### config.mk
export PLATFORM = sky130hd
export DESIGN_NAME = fifo_sync_param_flat
export DESIGN_NICKNAME = d
export VERILOG_FILES = /design/src/rtl/fifo_sync_param_if.sv /design/src/rtl/fifo_sync_param.sv /design/src/flat_wrapper.sv
export SDC_FILE = /design/constraint.sdc
export NUM_CORES = 2
export LEC_CHECK = 0
export CAP_MARGIN = 25
export CORE_MARGIN = 2
export CORE_UTILIZATION = 26
export CTS_CLUSTER_SIZE = 10
export DETAILED_ROUTE_END_ITERATION = 16
export MAX_ROUTING_LAYER = met4
export PLACE_DENSITY = 0.5
export SYNTH_ARGS = -nofsm -noshare
export SYNTH_HDL_FRONTEND = slang
export SYNTH_SLANG_ARGS = --single-unit
### constraint.sdc
create_clock -name clk -period 11.37 [get_ports clk]
set_input_delay 2.274 -clock clk [delete_from_list [all_inputs] [get_ports clk]]
set_output_delay 2.274 -clock clk [all_outputs]
set_load 0.1 [all_outputs]
### src/rtl/fifo_sync_param_if.sv
// fifo_sync_param_if: write/read handshake, status and error bundle of fifo_sync_param.
// master = producer/consumer side, slave = FIFO side.
interface fifo_sync_param_if #(
    parameter int DATA_WIDTH = 128,
    parameter int DEPTH      = 16
);
    localparam int CW = $clog2(DEPTH + 1);

    logic                  wr_en;
    logic [DATA_WIDTH-1:0] wr_data;
    logic                  rd_en;
    logic [DATA_WIDTH-1:0] rd_data;
    logic                  rd_valid;
    logic                  full;
    logic                  empty;
    logic                  almost_full;
    logic                  almost_empty;
    logic [CW-1:0]         count;
    logic                  overflow;
    logic                  underflow;
    logic                  clr_err;

    modport master (
        output wr_en, wr_data, rd_en, clr_err,
        input  rd_data, rd_valid, full, empty, almost_full, almost_empty,
               count, overflow, underflow
    );

    modport slave (
        input  wr_en, wr_data, rd_en, clr_err,
        output rd_data, rd_valid, full, empty, almost_full, almost_empty,
               count, overflow, underflow
    );
endinterface

### src/rtl/fifo_sync_param.sv
// fifo_sync_param: parametrised single-clock FIFO with thresholds, count and sticky errors; FIFO_FWFT_EN selects first-word-fall-through.
// Latency: rd_data/rd_valid one cycle after an accepted read; in FWFT mode the head appears one cycle after its write.
// Backpressure: writes while full / reads while empty are dropped and latch overflow/underflow until clr_err.
module fifo_sync_param #(
    parameter int DATA_WIDTH = 128,
    parameter int DEPTH      = 16,
    parameter int AF_THRESH  = DEPTH - 2,
    parameter int AE_THRESH  = 2
) (
    input logic              clk,
    input logic              rst,
    fifo_sync_param_if.slave bus
);
    localparam int CW = $clog2(DEPTH + 1);
    localparam int AW = $clog2(DEPTH);
    localparam logic [CW-1:0] DEPTH_C = CW'(DEPTH);
    localparam logic [CW-1:0] AF_C    = CW'(AF_THRESH);
    localparam logic [CW-1:0] AE_C    = CW'(AE_THRESH);

    logic [DATA_WIDTH-1:0] mem [DEPTH];

    logic [AW-1:0]         wr_ptr_q, rd_ptr_q, rd_ptr_nxt;
    logic [CW-1:0]         count_q, count_nxt;
    logic [DATA_WIDTH-1:0] rd_data_q, rd_data_nxt;
    logic                  rd_valid_q, rd_valid_nxt;
    logic                  full_q, empty_q, af_q, ae_q;
    logic                  ovf_q, unf_q;
    logic                  wr_acc, rd_acc;

    // Acceptance uses the registered flags, i.e. the state before this edge.
    // In FWFT mode empty_q always equals !rd_valid_q, so one rule covers both modes.
    assign wr_acc     = bus.wr_en && !full_q;
    assign rd_acc     = bus.rd_en && !empty_q;
    assign rd_ptr_nxt = rd_acc ? rd_ptr_q + AW'(1) : rd_ptr_q;

    always_comb begin
        count_nxt = count_q;
        case ({wr_acc, rd_acc})
            2'b10:   count_nxt = count_q + CW'(1);
            2'b01:   count_nxt = count_q - CW'(1);
            default: count_nxt = count_q;
        endcase
    end

    always_comb begin
        rd_data_nxt  = rd_data_q;
        rd_valid_nxt = 1'b0;
`ifdef FIFO_FWFT_EN
        rd_valid_nxt = (count_nxt != '0);
        // The new head bypasses memory when it is the word being written this edge.
        if (wr_acc && ((count_q == '0) || ((count_q == CW'(1)) && rd_acc)))
            rd_data_nxt = bus.wr_data;
        else if (rd_acc && (count_nxt != '0))
            rd_data_nxt = mem[rd_ptr_nxt];
`else
        rd_valid_nxt = rd_acc;
        if (rd_acc)
            rd_data_nxt = mem[rd_ptr_q];
`endif
    end

    always_ff @(posedge clk) begin
        if (wr_acc)
            mem[wr_ptr_q] <= bus.wr_data;
    end

    always_ff @(posedge clk or negedge rst) begin
        if (!rst) begin
            wr_ptr_q   <= '0;
            rd_ptr_q   <= '0;
            count_q    <= '0;
            rd_data_q  <= '0;
            rd_valid_q <= 1'b0;
            full_q     <= 1'b0;
            empty_q    <= 1'b1;
            af_q       <= 1'b0;
            ae_q       <= 1'b1;
            ovf_q      <= 1'b0;
            unf_q      <= 1'b0;
        end else begin
            if (wr_acc)
                wr_ptr_q <= wr_ptr_q + AW'(1);
            rd_ptr_q   <= rd_ptr_nxt;
            count_q    <= count_nxt;
            rd_data_q  <= rd_data_nxt;
            rd_valid_q <= rd_valid_nxt;
            full_q     <= (count_nxt == DEPTH_C);
            empty_q    <= (count_nxt == '0);
            af_q       <= (count_nxt >= AF_C);
            ae_q       <= (count_nxt <= AE_C);
            // A new error in the same cycle as clr_err wins.
            ovf_q      <= (bus.wr_en && full_q) || (ovf_q && !bus.clr_err);
            unf_q      <= (bus.rd_en && empty_q) || (unf_q && !bus.clr_err);
        end
    end

    assign bus.rd_data      = rd_data_q;
    assign bus.rd_valid     = rd_valid_q;
    assign bus.full         = full_q;
    assign bus.empty        = empty_q;
    assign bus.almost_full  = af_q;
    assign bus.almost_empty = ae_q;
    assign bus.count        = count_q;
    assign bus.overflow     = ovf_q;
    assign bus.underflow    = unf_q;
endmodule

### src/flat_wrapper.sv
// flat-port wrapper written by rule: the top's interface ports become plain ports
module fifo_sync_param_flat 
#(
    parameter int DATA_WIDTH = 128,
    parameter int DEPTH      = 16,
    parameter int AF_THRESH  = DEPTH - 2,
    parameter int AE_THRESH  = 2
)
  (clk, rst, bus_wr_en, bus_wr_data, bus_rd_en, bus_clr_err, bus_rd_data, bus_rd_valid, bus_full, bus_empty, bus_almost_full, bus_almost_empty, bus_count, bus_overflow, bus_underflow);
  fifo_sync_param_if #(.DATA_WIDTH(DATA_WIDTH), .DEPTH(DEPTH)) bus_i ();
  input logic clk;
  input logic rst;
  input wire logic [$bits(bus_i.wr_en)-1:0] bus_wr_en;
  input wire logic [$bits(bus_i.wr_data)-1:0] bus_wr_data;
  input wire logic [$bits(bus_i.rd_en)-1:0] bus_rd_en;
  input wire logic [$bits(bus_i.clr_err)-1:0] bus_clr_err;
  output wire logic [$bits(bus_i.rd_data)-1:0] bus_rd_data;
  output wire logic [$bits(bus_i.rd_valid)-1:0] bus_rd_valid;
  output wire logic [$bits(bus_i.full)-1:0] bus_full;
  output wire logic [$bits(bus_i.empty)-1:0] bus_empty;
  output wire logic [$bits(bus_i.almost_full)-1:0] bus_almost_full;
  output wire logic [$bits(bus_i.almost_empty)-1:0] bus_almost_empty;
  output wire logic [$bits(bus_i.count)-1:0] bus_count;
  output wire logic [$bits(bus_i.overflow)-1:0] bus_overflow;
  output wire logic [$bits(bus_i.underflow)-1:0] bus_underflow;
  assign bus_i.wr_en = bus_wr_en;
  assign bus_i.wr_data = bus_wr_data;
  assign bus_i.rd_en = bus_rd_en;
  assign bus_i.clr_err = bus_clr_err;
  assign bus_rd_data = bus_i.rd_data;
  assign bus_rd_valid = bus_i.rd_valid;
  assign bus_full = bus_i.full;
  assign bus_empty = bus_i.empty;
  assign bus_almost_full = bus_i.almost_full;
  assign bus_almost_empty = bus_i.almost_empty;
  assign bus_count = bus_i.count;
  assign bus_overflow = bus_i.overflow;
  assign bus_underflow = bus_i.underflow;
  fifo_sync_param #(.DATA_WIDTH(DATA_WIDTH), .DEPTH(DEPTH), .AF_THRESH(AF_THRESH), .AE_THRESH(AE_THRESH)) u_core (.clk(clk), .rst(rst), .bus(bus_i));
endmodule
==> flow_metrics.py <==
metrics = {
    "outcome": {
        "outcome": "finished clean",
    },
    "clock_tree": {
        "clock_tree.root_cell": "sky130_fd_sc_hd__clkbuf_16",
        "cts_made_buffers": 270,
        "worstSkewPairLatency_ns": 0.84,
        "clock-sinks": 2196,
        "tritoncts_clock_tree": "done",
        "postCtsSetupRepairBufs": 0,
        "clkTransAtPathRegs_ns": 0.05,
        "ctsResizeCount": 0,
        "h-tree-depth": 5,
        "cts_buffer_depth": 4,
        "post_cts_hold_buffer_count": 0,
    },
    "worst_setup_path": {
        "reg2reg_setup_slack_ns": 7.22,
        "worst_ep_arrival_time_ns": 5.37,
        "worst-setup-path-type": "input port to flip-flop",
        "worst_ep_required_time_ns": 11.78,
        "reg2reg_depth": 6,
        "crit_fanout": 51,
        "timing.critical_path.to_type": "flip-flop",
        "critical_path.reg2reg.startpoint": "u_core.rd_ptr_q[0]$_DFFE_PN0P_",
        "start_kind": "input port",
        "r2r-end": "u_core.bus.rd_data[42]$_DFFE_PN0P_",
    },
    "flow_run": {
        "maxCapViolCount": 0,
    },
    "power_and_ir_drop": {
        "share_comb_of_total_power": 0.327,
        "irDropWorstVdd_mv": 0.250,
        "cellInternalPower_mw": 17.8,
        "switching_share": 0.341,
        "clock_power_share": 0.288,
        "power_switching_mw": 9.22,
        "power_per_cell_area_nw_per_um2": 274,
        "power.share.sequential": 0.385,
        "cellLeakagePower_nw": 31.0,
    },
    "floorplan": {
        "num_io_pins": 273,
        "die_w_um": 567,
        "fp.dieArea_sq_um": 322000,
        "dieHeight_um": 567,
        "placeableCoreArea_sq_um": 315000,
        "initial_utilization": 0.262,
        "std_cell_rows": 206,
    },
    "detailed_routing": {
        "routed-via-count": 37409,
        "vias_per_cell": 4.52,
        "drt-total-wl_um": 215000,
        "initialDrtViolationCount": 3115,
        "drt_first_pass_iters": 5,
        "drc": 0,
        "drtAntennaViolNets": 0,
        "detail_route.wl_per_cell_um": 26.0,
    },
    "final_layout": {
        "layout_cell_share_with_drive_strength_beyond_1": 0.259,
        "n_fill_cell": 29917,
        "final_net_count": 4059,
        "layout-area-overhead-vs-synth_pct": 19.6,
    },
    "grt": {
        "global_route.usage.total": 0.136,
        "grt_start_max_net_pins": 138,
        "overflow": 0,
        "first_global_vias": 39544,
        "wire_length_of_the_first_global_routing_pass_um": 306000,
        "antenna_found_initial": 62,
    },
    "logic_synthesis": {
        "synth_area_per_cell_sq_um": 23.7,
        "synth-warning-count": 0,
        "netlist-cell-type-count": 35,
        "yosysSeqAreaShare": 0.791,
        "syn-instance-count": 3479,
        "synth_seq_cells": 2196,
        "post_synthesis_cell_area_sq_um": 82400,
        "mappedNetlistNets": 3619,
    },
    "timing": {
        "final.period_utilization": 0.437,
        "final-hold-violation-count": 0,
        "rsz_0062_raised_after_global_routing": "false",
        "relSlewSlack": 0.266,
        "timing_worst_slew_pin_value_ns": 1.10,
        "timing_max_transition_violations_final": 0,
        "final-setup-viol-count": 0,
        "clock_skew_ns": 0.0676,
        "totalNegativeSetupSlack_ns": 0,
        "worst_slack_ns": 6.40,
        "post_route_minimum_period_ns": 4.97,
        "fmaxAchievable_mhz": 201,
    },
    "worst_hold_path": {
        "hp-start": "u_core.bus.rd_data[112]$_DFFE_PN0P_",
        "hold_crit_depth": 2,
        "worst_hold_path.endpoint": "u_core.bus.rd_data[112]$_DFFE_PN0P_",
        "min_path_type": "flip-flop to flip-flop",
    },
    "placement": {
        "place.gp.congestion": 0.698,
        "dp_worst_setup_slack_ns": 5.48,
        "detailedPlacementHpwl_um": 116000,
        "io_buffers": 272,
    },
}
[power groups by stage]
stage                     clock network [mW]  logic [mW]  registers (mW)
final                                   7.78        8.84            10.4
after floorplan                            0        4.44            12.2
after global placement                     0        8.98            10.6
after detailed placement                   0        9.03            10.6
after CTS                               8.03        9.07            10.4
after global routing                    8.33        9.38            10.5
[cell usage after synthesis, drive strengths merged]
library cell	instances	area, sq um
nor2	15	56.3
mux4	640	14400
inv	7	26.3
dfstp	2	52.6
a211oi	1	7.51
a221o	2	20.0
xnor2	9	78.8
nor2b	1	6.26
nor4	1	6.26
a21o	1	7.51
clkbuf	96	360
xor2	3	33.8
nand3	1	5.00
ha	7	87.6
o21ai	3	15.0
buf	80	482
dfrtp	146	3650
nand2b	3	18.8
nor4b	1	15.0
nor3	6	30.0
a2111oi	1	8.76
edfxtp	2048	61500
mux2	2	22.5
nand2	394	1480
nand4	2	12.5
a31o	1	8.76
a21oi	4	23.8
or2	1	6.26
or3	1	6.26
[sequential cells by signal, summed over array words and instances, names as in the netlist]
name / flops
u_core.mem: 2048
u_core.bus.rd_data: 128
u_core.bus.count: 5
u_core.rd_ptr_q: 4
u_core.wr_ptr_q: 4
u_core.bus.almost_empty: 1
u_core.bus.almost_full: 1
u_core.bus.empty: 1
u_core.bus.full: 1
u_core.bus.overflow: 1
u_core.bus.rd_valid: 1
u_core.bus.underflow: 1
[per-stage QoR]
stage / hold slack, ns / total power [mW] / utilization / cells / area (sq um)
after global placement: 0.464 / 19.6 / 0.286 / 7793 / 90300
after global routing: 0.499 / 28.2 / 0.313 / 8277 / 98600
after floorplan: 0.583 / 16.6 / - / 3479 / 82500
after CTS: 0.479 / 27.5 / 0.312 / 8237 / 98400
after detailed placement: 0.465 / 19.6 / 0.287 / 7803 / 90500
final: 0.475 / 27.0 / 0.313 / 8283 / 98600
[worst max-delay path: stages]
cell and delay [ns]:
sky130_fd_sc_hd__clkdlybuf4s50_1 0.48, sky130_fd_sc_hd__nor2b_1 0.15, sky130_fd_sc_hd__buf_4 0.26, sky130_fd_sc_hd__nand2_1 0.27
sky130_fd_sc_hd__nor2_4 0.17, sky130_fd_sc_hd__buf_4 0.74, sky130_fd_sc_hd__buf_4 0.90
[logic make-up after synthesis]
family | after synthesis | synth area share
and+or+nand+nor | 426 | 0.0199
xor gates and xnor gates | 12 | 0.00137
muxes | 642 | 0.175
DFF | 2196 | 0.791
adders and majority gates | 7 | 0.00106
AOI/OAI and AO/OA | 13 | 0.00111
buffers and inverters | 183 | 0.0105
[routing by layer]
metal | wire length (um) | track usage
met1 | 100000 | 0.189
met2 | 97400 | 0.200
met3 | 14400 | 0.0356
met4 | 3360 | 0.0263
met5 | 0 | -
[worst max path at each step]
stage                                            start                                end  slack (ns)  cells after the start
finish                                       bus_wr_en       u_core.mem[13][48]$_DFFE_PP_        6.40                      7
global route                                 bus_rd_en  u_core.bus.almost_empty$_DFF_PN1_        6.17                     10
CTS                 u_core.bus.rd_data[64]$_DFFE_PN0P_                    bus_rd_data[64]        6.35                      1
detailed placement                           bus_rd_en  u_core.bus.almost_empty$_DFF_PN1_        5.48                     10
global placement                             bus_wr_en       u_core.mem[12][48]$_DFFE_PP_        5.55                      7
floorplan                                    bus_wr_en         u_core.mem[7][0]$_DFFE_PP_        2.66                      4
[placed cells by master, fill, tap and decap left out, types with 3 or more instances in the layout]
cell and count:
sky130_fd_sc_hd__a21oi_1 3, sky130_fd_sc_hd__buf_12 17, sky130_fd_sc_hd__buf_16 10, sky130_fd_sc_hd__buf_4 48
sky130_fd_sc_hd__bufinv_16 5, sky130_fd_sc_hd__clkbuf_1 118, sky130_fd_sc_hd__clkbuf_16 273, sky130_fd_sc_hd__clkbuf_8 3
sky130_fd_sc_hd__clkdlybuf4s50_1 268, sky130_fd_sc_hd__clkinv_1 8, sky130_fd_sc_hd__clkinv_2 5, sky130_fd_sc_hd__clkinv_8 6
sky130_fd_sc_hd__dfrtp_1 142, sky130_fd_sc_hd__dfrtp_4 4, sky130_fd_sc_hd__diode_2 42, sky130_fd_sc_hd__edfxtp_1 2048
sky130_fd_sc_hd__ha_1 7, sky130_fd_sc_hd__inv_1 5, sky130_fd_sc_hd__inv_16 4, sky130_fd_sc_hd__inv_6 8
sky130_fd_sc_hd__mux4_2 640, sky130_fd_sc_hd__nand2_1 394, sky130_fd_sc_hd__nor2_1 3, sky130_fd_sc_hd__nor2_4 12
sky130_fd_sc_hd__nor3_4 4, sky130_fd_sc_hd__o21ai_0 3, sky130_fd_sc_hd__xnor2_1 9
[area by class of cell]
type	count	area, sq um	share of cell area
multi-input combinational	1100	16500	0.167
clock inverter	40	528	0.00536
sequential	2196	65200	0.662
timing repair buffer	344	3670	0.0373
clock buffer	394	7320	0.0742
tap	4160	5200	0.0528
inverter	7	33.8	0.000343
antenna	42	105	0.00107
Power figures use the tool's default switching activity.
